<file path="src/rtl/his_builder_fsm.sv">
// Per-pixel coarse timestamp histogrammer: accumulates ACQ_NUM sweeps, then scans for each pixel's peak bin.
// Optional build macro PEAK_VALID_EN adds a one-cycle peakValid pulse alongside each new peakResult.
//
// state | meaning
// ACCUM | accepting interleaved samples into the per-pixel histograms
// SCAN  | walking bins 0..NBINS-1 for all pixels, then publishing peaks and returning to ACCUM
module his_builder_fsm #(
    parameter int NP                = 10,
    parameter int PIXEL_NUM_PER_RAM = 3,
    parameter int ACQ_NUM           = 2,
    parameter int BIN_BITS          = 4,
    parameter int CNT_W             = $clog2(ACQ_NUM + 1)
) (
    input  logic          clk,
    input  logic          res,
    input  logic          wrEn,
    input  logic [NP-1:0] data,
`ifdef PEAK_VALID_EN
    output logic          peakValid,
`endif
    output logic [NP-1:0] peakResult [PIXEL_NUM_PER_RAM]
);

    localparam int NBINS = 2 ** BIN_BITS;
    localparam int PTR_W = (PIXEL_NUM_PER_RAM > 1) ? $clog2(PIXEL_NUM_PER_RAM) : 1;
    localparam int ACQ_W = (ACQ_NUM > 1) ? $clog2(ACQ_NUM) : 1;
    localparam int SL_W  = BIN_BITS + 1;

    localparam logic [PTR_W-1:0] PTR_LAST = PTR_W'(PIXEL_NUM_PER_RAM - 1);
    localparam logic [ACQ_W-1:0] ACQ_LAST = ACQ_W'(ACQ_NUM - 1);
    localparam logic [CNT_W-1:0] CNT_MAX  = {CNT_W{1'b1}};

    typedef enum logic [1:0] {
        ACCUM = 2'b00,
        SCAN  = 2'b01
    } state_t;

    state_t state, stateNext;

    logic [PTR_W-1:0]    pixPtr;
    logic [ACQ_W-1:0]    acqCnt;
    logic [SL_W-1:0]     scanLeft;
    logic [CNT_W-1:0]    hist    [PIXEL_NUM_PER_RAM][NBINS];
    logic [CNT_W-1:0]    best    [PIXEL_NUM_PER_RAM];
    logic [BIN_BITS-1:0] bestIdx [PIXEL_NUM_PER_RAM];

    logic                accept;
    logic                ptrWrap;
    logic                acqLast;
    logic                scanDone;
    logic [BIN_BITS-1:0] binIn;
    logic [BIN_BITS-1:0] scanBin;

    assign accept   = (state == ACCUM) && wrEn;
    assign ptrWrap  = (pixPtr == PTR_LAST);
    assign acqLast  = (acqCnt == ACQ_LAST);
    assign scanDone = (scanLeft == '0);
    assign binIn    = data[NP-1 -: BIN_BITS];
    // scanLeft counts down from NBINS; the bin index climbs so ties resolve to the lower bin
    assign scanBin  = BIN_BITS'(SL_W'(NBINS) - scanLeft);

    always_ff @(posedge clk) begin
        if (res) state <= ACCUM;
        else     state <= stateNext;
    end

    always_comb begin
        stateNext = state;
        case (state)
            ACCUM:   if (accept && ptrWrap && acqLast) stateNext = SCAN;
            SCAN:    if (scanDone) stateNext = ACCUM;
            default: stateNext = ACCUM;
        endcase
    end

`ifdef PEAK_VALID_EN
    logic peakValidQ;
    assign peakValid = peakValidQ;
`endif

    always_ff @(posedge clk) begin
        if (res) begin
            pixPtr   <= '0;
            acqCnt   <= '0;
            scanLeft <= '0;
            for (int p = 0; p < PIXEL_NUM_PER_RAM; p++) begin
                for (int b = 0; b < NBINS; b++) hist[p][b] <= '0;
                best[p]       <= '0;
                bestIdx[p]    <= '0;
                peakResult[p] <= '0;
            end
`ifdef PEAK_VALID_EN
            peakValidQ <= 1'b0;
`endif
        end else begin
`ifdef PEAK_VALID_EN
            peakValidQ <= 1'b0;
`endif
            if (state == ACCUM) begin
                scanLeft <= SL_W'(NBINS);
                if (accept) begin
                    // zero is the no-photon marker: the slot is consumed but nothing is counted
                    if ((data != '0) && (hist[pixPtr][binIn] != CNT_MAX))
                        hist[pixPtr][binIn] <= hist[pixPtr][binIn] + 1'b1;
                    if (ptrWrap) begin
                        pixPtr <= '0;
                        acqCnt <= acqLast ? '0 : acqCnt + 1'b1;
                    end else begin
                        pixPtr <= pixPtr + 1'b1;
                    end
                end
            end else if (state == SCAN) begin
                if (!scanDone) begin
                    scanLeft <= scanLeft - 1'b1;
                    for (int p = 0; p < PIXEL_NUM_PER_RAM; p++) begin
                        if (hist[p][scanBin] > best[p]) begin
                            best[p]    <= hist[p][scanBin];
                            bestIdx[p] <= scanBin;
                        end
                        hist[p][scanBin] <= '0;
                    end
                end else begin
                    for (int p = 0; p < PIXEL_NUM_PER_RAM; p++) begin
                        peakResult[p] <= {bestIdx[p], {(NP-BIN_BITS){1'b0}}};
                        best[p]       <= '0;
                        bestIdx[p]    <= '0;
                    end
`ifdef PEAK_VALID_EN
                    peakValidQ <= 1'b1;
`endif
                end
            end
        end
    end

endmodule

</file>
<file path="config.mk">
export PLATFORM = sky130hd
export DESIGN_NAME = his_builder_fsm
export DESIGN_NICKNAME = d
export VERILOG_FILES = /design/src/rtl/his_builder_fsm.sv
export SDC_FILE = /design/constraint.sdc
export NUM_CORES = 1
export LEC_CHECK = 0
export CAP_MARGIN = 20
export CORE_UTILIZATION = 56
export DETAILED_ROUTE_END_ITERATION = 10
export MAX_ROUTING_LAYER = met4
export PLACE_DENSITY = 0.74
export SLEW_MARGIN = 20
export SYNTH_ARGS = -nofsm -noshare
export SYNTH_HDL_FRONTEND = slang
export SYNTH_SLANG_ARGS = --single-unit
export TNS_END_PERCENT = 1
</file>
<file path="constraint.sdc">
create_clock -name clk -period 5.51 [get_ports clk]
set_clock_uncertainty 0.1 [all_clocks]
set_input_delay 1.102 -clock clk [delete_from_list [all_inputs] [get_ports clk]]
set_output_delay 1.102 -clock clk [all_outputs]
set_load 0.02 [all_outputs]
</file>
==> results by group <==
Run status
  – Status: completed

Critical path
  – R2r endpoint: bestIdx[0][4]$_DFFE_PP_
  – Crit path depth: 13
  – Crit path from: data[7]
  – Critical path's largest stage delay: approximately 0.67 ns
  – CP Cell Sequence: clkdlybuf4s50_1 > nor2b_1 > a22oi_1 > nand3_1 > and3_1 > and2_1 > mux2i_1 > ha_1 > or3_4 > nor3_2 > o21a_1 > nand2_1 > o21ai_0
  – Worst path bufs/invs: 1
  – Critical path startpoint category: primary input
  – Setup Crit Path Kind: primary input to register
  – Crit path max-delay family: simple AND/OR/NAND/NOR gates
  – Worst flop-to-flop path startpoint: scanLeft[1]$_SDFFE_PP0P_
  – Critical path destination: hist[1][22]$_SDFFCE_PN0P_
  – Worst EP arrival: ~4.8 ns
  – Reg-to-reg setup timing slack: 1.11 ns
  – CP Capture Type: register
  – Critical path fanouts, max: 9
  – Reg2Reg Depth: 9
  – Critical path's slowest cell: clkdlybuf4s50_1
  – Worst path required time: 5.53 ns

Power
  – Sw Pwr: around 0.76 mW
  – Int Power: around 2.2 mW
  – Lkg Pwr: between 3 and 4 nW
  – Reg power frac: approximately half
  – Logic pwr share: 10.3%
  – Share of power burned in the clock network: 39.6%
  – Sw frac: a little over a quarter
  – Worst vdd ir: 246.5 uV
  – Power per cell area: about 300 nW/um2

Synthesis
  – Dominant synthesized flop cell: edfxtp_1
  – Post-synthesis sequential area ratio: between 50 and 60%
  – Cell area after synthesis: a little under 9000 um2
  – Top cells by count, synth: edfxtp_1 (146), nor2_1 (108), o21ai_0 (56), nand2_1 (45), mux2i_1 (44)
  – Top cell type's share of synthesized area: approximately half
  – Most common cell in the netlist: edfxtp_1
  – Top post-synthesis cells by area: edfxtp_1 (50%), mux4_2 (6.6%), dfxtp_1 (5.2%), mux2i_1 (5.0%), nor2_1 (4.6%)
  – Syn_area_per_cell: 12.13 um2
  – Synthesized netlist cell count: 727
  – Ys Warns: 0
  – Post-synth EDFFs: around 150
  – Post-synth cell types: between 50 and 60
  – Cell taking the most area after synthesis: edfxtp_1
  – Async SR Flop Fraction: 0%
  – #FFs+latches synth: ~170

Detailed routing
  – Total Wirelength: approximately 23,000 um
  – 1st-pass router iterations: 5
  – 1st-iter DRT viols: ~700
  – Via count: between 6,000 and 7,000
  – Vias per std cell: 6.482
  – Residual DRC: 0
  – Remaining antenna violation count: 0
  – Routed WL per cell: roughly 24 um

Global route
  – Met2 Resource Use GR: between 50% and 60%
  – Global-route wire length before repair: roughly 36,000 um
  – Vias in the first global route: between 6,000 and 7,000
  – Met1 Resource Use GR: a little under two fifths
  – Largest net degree at the start of global routing: 36
  – Initial antenna violation count: 0
  – Global route hottest layer: met2
  – GRT Residual Overflow: 0
  – Global Route Usage Sum: around a third
  – GR Util met3: under 10%

Timing
  – Min cycle time layout: roughly 4.8 ns
  – Headroom to the max-slew limit: between 30% and 40%
  – Slew at the pin closest to its max-slew limit: 0.8957 ns
  – Setup TNS: 0 ns
  – Fmax: approximately 210 MHz
  – Final hold violations: 0
  – RSZ-0062 raised after global routing: no
  – Final period util: between 80% and 90%
  – Slew Limit Fails: 0
  – # setup viols final: 0

Finish
  – N_diodes: 0
  – Final instance area: slightly below 10,000 um2
  – Layout cell share with drive strength beyond 1: a little over an eighth
  – Nets: 769
  – Fillers: roughly 1,200
  – Area grow syn2layout: 10.23%
  – Count of non-filler cells in the finished layout: 968

Placement
  – Cell Area, Placed: between 9000 and 10,000 um2
  – Placed Instances: between 900 and 1,000
  – Post-DP HPWL: approximately 17,000 um
  – I/O Buffers: 24
  – GP Congestion: ~1.0

Floorplan
  – Starting Density: ~58%
  – Die H: 127.5 um
  – Die width: between 100 and 150 um
  – Row count: 45
  – Die area: about 16,000 um2
  – I/O pins: 43
  – Core area: between 15,000 and 20,000 um2

Clock tree
  – Clk_lat worst skew: about 0.44 ns
  – Maximum root-to-sink buffer count: 2
  – CTS Hold Bufs: 0
  – H-tree depth: 4
  – Total setup buffers inserted after CTS: 0
  – CTS tree: built
  – Clock-pin slew on the worst setup and hold paths: ~0.07 ns
  – # resized after CTS: 0
  – Num CTS Buffers: 17
  – Clk sinks: around 170
  – Root Buffer: clkbuf_16

Job
  – Max_cap viols: 0

Hold path
  – Hold Path Class: register to register
-- metal layers --
metal,vias up,part of all wire (%)
met4,0,5.1
met3,96,9.5
li1,2730,-
met1,3011,37
met2,438,49
met5,-,0
-- worst min-delay path by stage --
stage | startpoint | to | slack (ns) | cells after the start
final | bestIdx[0][8]$_DFFE_PP_ | peakResult[6]$_SDFFE_PP0P_ | 0.36 | 1
after detailed placement | bestIdx[0][4]$_DFFE_PP_ | peakResult[16]$_SDFFE_PP0P_ | 0.35 | 1
after floorplan | bestIdx[0][4]$_DFFE_PP_ | peakResult[16]$_SDFFE_PP0P_ | 0.34 | 1
after global placement | bestIdx[0][10]$_DFFE_PP_ | peakResult[8]$_SDFFE_PP0P_ | 0.34 | 1
after CTS | bestIdx[0][8]$_DFFE_PP_ | peakResult[6]$_SDFFE_PP0P_ | 0.36 | 1
after global routing | bestIdx[0][4]$_DFFE_PP_ | peakResult[16]$_SDFFE_PP0P_ | 0.37 | 1
-- sequential cells by signal (all words and copies together), names as in the netlist, named ones only --
signal and cells:
acqCnt 1, hist 128, scanLeft 5, pixPtr 2, peakResult 12, best 6, state 1, bestIdx 12
-- cells in the final DEF (no fill, tap or decap), types with 8 or more instances in the layout --
cell and instances:
mux4_1 11, conb_1 18, ha_1 12, nor2_1 108, mux2i_1 44, buf_4 22, nand2_1 45, nor2b_1 10
nor3_1 41, inv_1 8, clkdlybuf4s50_1 24, dfxtp_1 21, a22oi_1 17, mux4_2 26, a22o_1 13, clkbuf_16 18
nand2b_1 10, nand3_1 16, o21ai_0 56, edfxtp_1 146, a21oi_1 28
-- area by class of cell --
class | count | area, um2 | area share [%]
Clock buffer | 19 | 464.2 | 4.774
Timing Repair Buffer | 47 | 425.4 | 4.375
Tap cell | 211 | 264.0 | 2.715
Sequential cell | 169 | 4847 | 49.85
Clock inverter | 13 | 106.4 | 1.094
Multi-Input combinational cell | 501 | 3586 | 36.88
Inverter | 8 | 30.03 | 0.3088
-- metrics by stage --
stage / hold WS (ns) / setup WS [ns] / power [mW] / util [%]
after CTS: 0.3619 / 0.8540 / 2.916 / 63.49
after detailed placement: 0.3471 / 0.4035 / 1.784 / 59.76
after global routing: 0.3739 / 0.5113 / 2.985 / 63.49
final: 0.3550 / 0.7473 / 2.921 / 63.49
after floorplan: 0.3355 / 1.503 / 1.680 / -
after global placement: 0.3397 / 0.5605 / 1.775 / 59.76
-- power by group through the flow --
stage	Sequential (mW)	Clock (mW)	Combinational, mW
5_1_grt	1.47	1.20	0.316
4_1_cts	1.46	1.16	0.293
6_report	1.47	1.16	0.300
3_3_place_gp	1.49	0	0.285
2_1_floorplan	1.47	0	0.206
3_5_place_dp	1.49	0	0.292
-- logic make-up (layout without fill, tap and decap cells) --
kind of cell	Yosys count	after routing	synth area share (%)
buf+inv	74	87	5.149
mux	86	86	15.59
flops	169	169	54.92
xor+xnor	3	3	0.3831
fa+ha+maj	12	12	1.702
other cells	1	18	0.04251
compound gates	126	126	8.525
simple gates	256	256	13.69
Power figures use the tool's default switching activity.
